===== src/rtl/watch_pkg.sv =====
// Shared types and constants for the wristwatch time display.
// Segment patterns are {g,f,e,d,c,b,a}, active-low.
package watch_pkg;

  localparam logic [6:0] SEG_0     = 7'b1000000;
  localparam logic [6:0] SEG_1     = 7'b1111001;
  localparam logic [6:0] SEG_2     = 7'b0100100;
  localparam logic [6:0] SEG_3     = 7'b0110000;
  localparam logic [6:0] SEG_4     = 7'b0011001;
  localparam logic [6:0] SEG_5     = 7'b0010010;
  localparam logic [6:0] SEG_6     = 7'b0000010;
  localparam logic [6:0] SEG_7     = 7'b1111000;
  localparam logic [6:0] SEG_8     = 7'b0000000;
  localparam logic [6:0] SEG_9     = 7'b0010000;
  localparam logic [6:0] SEG_DASH  = 7'b0111111;
  localparam logic [6:0] SEG_BLANK = 7'b1111111;

  localparam logic [3:0] AN_D0  = 4'b1110;
  localparam logic [3:0] AN_D1  = 4'b1101;
  localparam logic [3:0] AN_D2  = 4'b1011;
  localparam logic [3:0] AN_D3  = 4'b0111;
  localparam logic [3:0] AN_OFF = 4'b1111;

  typedef enum logic [1:0] {
    IDLE,
    MIN,
    HR,
    DONE
  } conv_state_t;

  typedef struct packed {
    logic [3:0] hr_tens;
    logic [3:0] hr_ones;
    logic [3:0] min_tens;
    logic [3:0] min_ones;
  } bcd_t;

  function automatic logic [3:0] an_code(
    input logic [1:0] idx
  );
    case (idx)
      2'd0:    return AN_D0;
      2'd1:    return AN_D1;
      2'd2:    return AN_D2;
      default: return AN_D3;
    endcase
  endfunction

endpackage


===== src/rtl/watch_display_seg7_decode.sv =====
// BCD digit to active-low seven-segment pattern.
// An invalid digit shows a dash.
module seg7_decode
  import watch_pkg::*;
(
  input  logic [3:0] bcd,
  input  logic       invalid,
  output logic [6:0] seg
);

  always_comb begin
    seg = SEG_BLANK;
    if (invalid) begin
      seg = SEG_DASH;
    end else begin
      case (bcd)
        4'd0:    seg = SEG_0;
        4'd1:    seg = SEG_1;
        4'd2:    seg = SEG_2;
        4'd3:    seg = SEG_3;
        4'd4:    seg = SEG_4;
        4'd5:    seg = SEG_5;
        4'd6:    seg = SEG_6;
        4'd7:    seg = SEG_7;
        4'd8:    seg = SEG_8;
        4'd9:    seg = SEG_9;
        default: seg = SEG_BLANK;
      endcase
    end
  end

endmodule


===== src/rtl/watch_display.sv =====
// Time-of-day display driver: binary to BCD conversion and
// a four-digit multiplexed common-anode seven-segment scan.
module watch_display
  import watch_pkg::*;
#(
  parameter int SCAN_DIV = 50000
) (
  input  logic       userclock,
  input  logic       resetn,
  input  logic [7:0] n0and1,
  input  logic [6:0] n2and3,
  input  logic       sectick,
  input  logic       blank,
  output logic [6:0] seg,
  output logic [3:0] an,
  output logic       dp
);

  localparam int PW = $clog2(SCAN_DIV);

  logic [PW-1:0] presc;
  logic          scantick;
  logic [1:0]    idx;
  logic [1:0]    idx_nx;
  logic          frame;
  logic          colon;
  logic          colon_nx;

  conv_state_t   state;
  logic [7:0]    work;
  logic [3:0]    tens;
  logic [3:0]    m_ones;
  logic [3:0]    m_tens;
  logic [6:0]    sh_hr;
  logic          minv_w;
  logic          hinv_w;
  bcd_t          bcd;
  logic          min_inv;
  logic          hr_inv;

  logic [3:0]    dig;
  logic          dig_inv;
  logic [6:0]    dig_seg;

  assign scantick = (presc == PW'(SCAN_DIV - 1));
  assign idx_nx   = idx + 2'd1;
  assign frame    = scantick && (idx == 2'd3);
  // a tick landing on the scan edge already counts
  assign colon_nx = colon ^ sectick;

  always_comb begin
    dig     = bcd.min_ones;
    dig_inv = min_inv;
    case (idx_nx)
      2'd1: begin
        dig     = bcd.min_tens;
        dig_inv = min_inv;
      end
      2'd2: begin
        dig     = bcd.hr_ones;
        dig_inv = hr_inv;
      end
      2'd3: begin
        dig     = bcd.hr_tens;
        dig_inv = hr_inv;
      end
      default: begin
        dig     = bcd.min_ones;
        dig_inv = min_inv;
      end
    endcase
  end

  seg7_decode u_dec (
    .bcd     (dig),
    .invalid (dig_inv),
    .seg     (dig_seg)
  );

  always_ff @(posedge userclock) begin
    if (!resetn) begin
      presc <= '0;
      idx   <= 2'd0;
      colon <= 1'b0;
      seg   <= SEG_BLANK;
      an    <= AN_OFF;
      dp    <= 1'b1;
    end else begin
      presc <= scantick ? '0 : presc + PW'(1);
      colon <= colon_nx;
      if (scantick) begin
        idx <= idx_nx;
        seg <= dig_seg;
        dp  <= !((idx_nx == 2'd2) && colon_nx);
      end
      if (blank) begin
        an <= AN_OFF;
      end else if (scantick) begin
        an <= an_code(idx_nx);
      end
    end
  end

  // out-of-range values skip the divider; the dash hides the digits
  always_ff @(posedge userclock) begin
    if (!resetn) begin
      state   <= IDLE;
      work    <= '0;
      tens    <= '0;
      m_ones  <= '0;
      m_tens  <= '0;
      sh_hr   <= '0;
      minv_w  <= 1'b0;
      hinv_w  <= 1'b0;
      bcd     <= '0;
      min_inv <= 1'b0;
      hr_inv  <= 1'b0;
    end else begin
      case (state)
        IDLE: begin
          if (frame) begin
            work   <= n0and1;
            sh_hr  <= n2and3;
            tens   <= '0;
            minv_w <= (n0and1 >= 8'd60);
            hinv_w <= (n2and3 >= 7'd24);
            state  <= MIN;
          end
        end
        MIN: begin
          if (!minv_w && (work >= 8'd10)) begin
            work <= work - 8'd10;
            tens <= tens + 4'd1;
          end else begin
            m_ones <= work[3:0];
            m_tens <= tens;
            work   <= {1'b0, sh_hr};
            tens   <= '0;
            state  <= HR;
          end
        end
        HR: begin
          if (!hinv_w && (work >= 8'd10)) begin
            work <= work - 8'd10;
            tens <= tens + 4'd1;
          end else begin
            state <= DONE;
          end
        end
        DONE: begin
          bcd.hr_tens  <= tens;
          bcd.hr_ones  <= work[3:0];
          bcd.min_tens <= m_tens;
          bcd.min_ones <= m_ones;
          min_inv      <= minv_w;
          hr_inv       <= hinv_w;
          state        <= IDLE;
        end
        default: state <= IDLE;
      endcase
    end
  end

endmodule

===== config.mk =====
export PLATFORM = sky130hd
export DESIGN_NAME = watch_display
export DESIGN_NICKNAME = d
export VERILOG_FILES = /design/src/rtl/watch_pkg.sv /design/src/rtl/watch_display_seg7_decode.sv /design/src/rtl/watch_display.sv
export SDC_FILE = /design/constraint.sdc
export NUM_CORES = 1
export LEC_CHECK = 0
export ABC_AREA = 1
export CORE_MARGIN = 2
export CORE_UTILIZATION = 50
export CTS_CLUSTER_DIAMETER = 60
export DETAILED_ROUTE_END_ITERATION = 16
export GPL_ROUTABILITY_DRIVEN = 1
export PLACE_DENSITY = 0.7
export SKIP_CTS_REPAIR_TIMING = 1
export SYNTH_ARGS = -nofsm -noshare
export SYNTH_HDL_FRONTEND = slang
export SYNTH_SLANG_ARGS = --single-unit

===== constraint.sdc =====
create_clock -name userclock -period 3.15 [get_ports userclock]
set_input_delay 0.63 -clock userclock [delete_from_list [all_inputs] [get_ports userclock]]
set_output_delay 0.63 -clock userclock [all_outputs]
set_load 0.01 [all_outputs]

==> summary.txt <==
Timing
  • Hold Violations, Final: 0
  • Layout Skew: 0.0106 ns
  • Relative slew slack: 53.2%
  • Sum Neg Setup Slack: 0 ns
  • Unrepaired setup endpoints after global routing: no
  • Final setup violation count: 0
  • Final Max Tran Viols: 0
  • Worst slew pin tran: 0.700 ns
  • Final critical-path share of the clock period: 68.8%
  • Final Worst Setup Slack: 0.982 ns
  • Min Tclk post-route: 2.17 ns
  • Fmax: 461 MHz

Outcome
  • Status: completed

Final layout
  • Fin cells: 669
  • Nets: 599
  • Share of cells above drive strength 1: 7.37%
  • Layout area overhead: 15.7%
  • Antenna diodes: 0
  • Filler cells: 694

CTS
  • Root Buffer: clkbuf_8
  • CTS tree: yes
  • Clk sinks: 80
  • H-tree levels: 3
  • Clk_lat worst skew: 0.34 ns
  • Max Root-Sink Buffers: 2
  • CTS buffer count: 9
  • Clk slew on worst S/H paths: 0.08 ns

Yosys
  • Post-synth top area cell: dfxtp_1
  • Cells after Synth: 539
  • Top-area cell type share of the netlist area: 41.6%
  • Synth area leaders: dfxtp_1, nand2_1, nor2_1
  • FFs w/ async S/R, synth: 0%
  • Top FF cell, synth: dfxtp_1
  • Mapped Avg Cell Area: 7.14 um^2
  • Sequential area share after synthesis: 41.6%
  • EDFF count, synth: 0
  • Post-Syn Area: 3850 um^2
  • Unique masters post-synth: 40
  • Most common cell in the netlist: nand2_1
  • Post-synthesis register bit count: 80
  • Synth warn: 0
  • Syn_nets: 571
  • Commonest cells in the netlist: nand2_1, nor2_1, dfxtp_1

Route
  • DR DRC count: 0
  • Drt pass-1 iters: 4
  • Final WL: 8230 um
  • Routed WL per cell: 12.3 um
  • Initial DRC count: 231
  • Vias: 3433
  • Routed Antenna Nets: 0
  • Drt via density: 5.13

Run
  • Max-cap violations: 0

Worst hold path
  • Hold path depth: 1
  • Hold Path End: presc[0]
  • Hold/Removal Path Class: reg2reg
  • HP Start: presc[0]

Power
  • Share of power burned in registers: 42.8%
  • Int Pwr: 1.89 mW
  • Switching Fraction: 31.1%
  • Leakage power: 1.94 nW
  • Peak VDD IR: 0.000363 V
  • Psw: 0.854 mW
  • Pwr/cell area: 617 nW/um^2
  • Combinational share of power: 24.2%
  • Clk network pwr share: 33.0%

Global routing
  • Vias in the first global route: 3180
  • First-pass GRT wire length: 14400 um
  • Gr usage total: 20.9%
  • Grt ovf: 0
  • Initial antenna violation count: 0
  • Largest net degree at the start of global routing: 27

Placed design
  • Cells after DPL: 655
  • Number of I/O port buffers: 30
  • DP Worst Slack: 0.758 ns
  • RD Place Congestion: 0.930
  • Post-DP HPWL: 6100 um

Worst setup path
  • Worst Setup End Kind: flop
  • CP Launch Type: flop
  • Critical R2R Capture: presc[5]
  • R2r setup slk: 0.98 ns
  • Setup CP Type: reg2reg
  • CP Max Fanout: 23
  • R2R depth: 10
  • Worst reg2reg path startpoint: presc[0]
  • Worst EP required: 3.38 ns
  • Crit path DAT: 2.39 ns

Floorplanning
  • # rows: 31
  • Core Area: 7370 um^2
  • Starting Density: 52.2%
  • Die area: 8410 um^2
  • Num ports: 31
  • Die Width: 91.7 um
  • Die height: 91.7 um
kinds of logic (layout without fill, tap and decap cells):
kind of cell	after synthesis	after routing	synth area share (%)
flip-flops	80	80	41.6
AO/OA/AOI/OAI	103	103	14.4
buffers and inverters	67	98	7.12
XOR/XNOR	11	11	2.50
AND/OR/NAND/NOR	264	264	29.9
adder cells (fa/ha/maj)	13	13	4.23
multiplexers	1	1	0.260
cell type report:
class	instances	area, um^2	area share [%]
multi-input combinational	392	1970	44.3
sequential	80	1600	36.0
timing repair buffer	33	323	7.25
inverter	51	191	4.30
clock buffer	11	151	3.40
tap	99	124	2.78
clock inverter	3	90.1	2.02
registers in the layout, summed over array words and instances (netlist names), 4 cells and up:
signal,flops
sh_hr,7
m_ones,4
bcd,16
an,4
m_tens,4
tens,4
seg,7
work,8
presc,16
power groups by stage:
stage                     combinational, mW  sequential (mW)  clock (mW)
after global placement                0.660             1.19           0
after floorplan                       0.530             1.18           0
after CTS                             0.668             1.18       0.933
after detailed placement              0.664             1.20           0
after global routing                  0.762             1.19       0.984
final                                 0.664             1.18       0.907
placed cells by master (no fill, tap or decap), types with 7 or more instances in the layout:
master,count
ha_1,13
nand3_1,24
clkbuf_8,11
xor2_1,7
nand2_1,111
a21oi_1,37
nand4_1,8
o21ai_0,48
dfxtp_1,80
clkdlybuf4s50_1,30
nor2_1,91
nor3_1,7
inv_1,47
metrics by stage:
| step | power [mW] | hold slack [ns] | cell area, um^2 | util [%] |
|---|---|---|---|---|
| 2_1_floorplan | 1.71 | 0.418 | 3850 | - |
| 3_3_place_gp | 1.85 | 0.431 | 4210 | 57.1 |
| 3_5_place_dp | 1.86 | 0.443 | 4210 | 57.1 |
| 4_1_cts | 2.78 | 0.454 | 4450 | 60.4 |
| 5_1_grt | 2.94 | 0.473 | 4450 | 60.4 |
| 6_report | 2.75 | 0.455 | 4450 | 60.4 |
worst max-delay path by stage:
stage	startpoint	end	slack, ns	depth (start not counted)
finish	presc[0]	presc[5]	0.98	10
global route	presc[0]	presc[5]	0.67	10
CTS	presc[0]	presc[5]	0.93	10
detailed placement	resetn	seg[3]	0.76	5
global placement	resetn	seg[3]	0.77	5
floorplan	idx[0]	seg[2]	1.51	10
worst max-delay path, cell delays in order, from the launching register on:
cell and delay, ns:
dfxtp_1 0.35, ha_1 0.17, nand2_1 0.08, inv_2 0.08, nand2_2 0.09, nor2_4 0.14, nand2_1 0.24, nand2_1 0.62
inv_1 0.12, o21ai_0 0.11, a21oi_1 0.05
per-layer routing:
metal / GRT usage, % / vias up / part of all wire (%)
li1: - / 1795 / -
met4: 4.85 / 0 / 1.1
met1: 26.7 / 1550 / 47
met3: 5.01 / 8 / 4.5
met2: 35.7 / 80 / 47
met5: 0 / - / 0
Power figures use the tool's default switching activity.
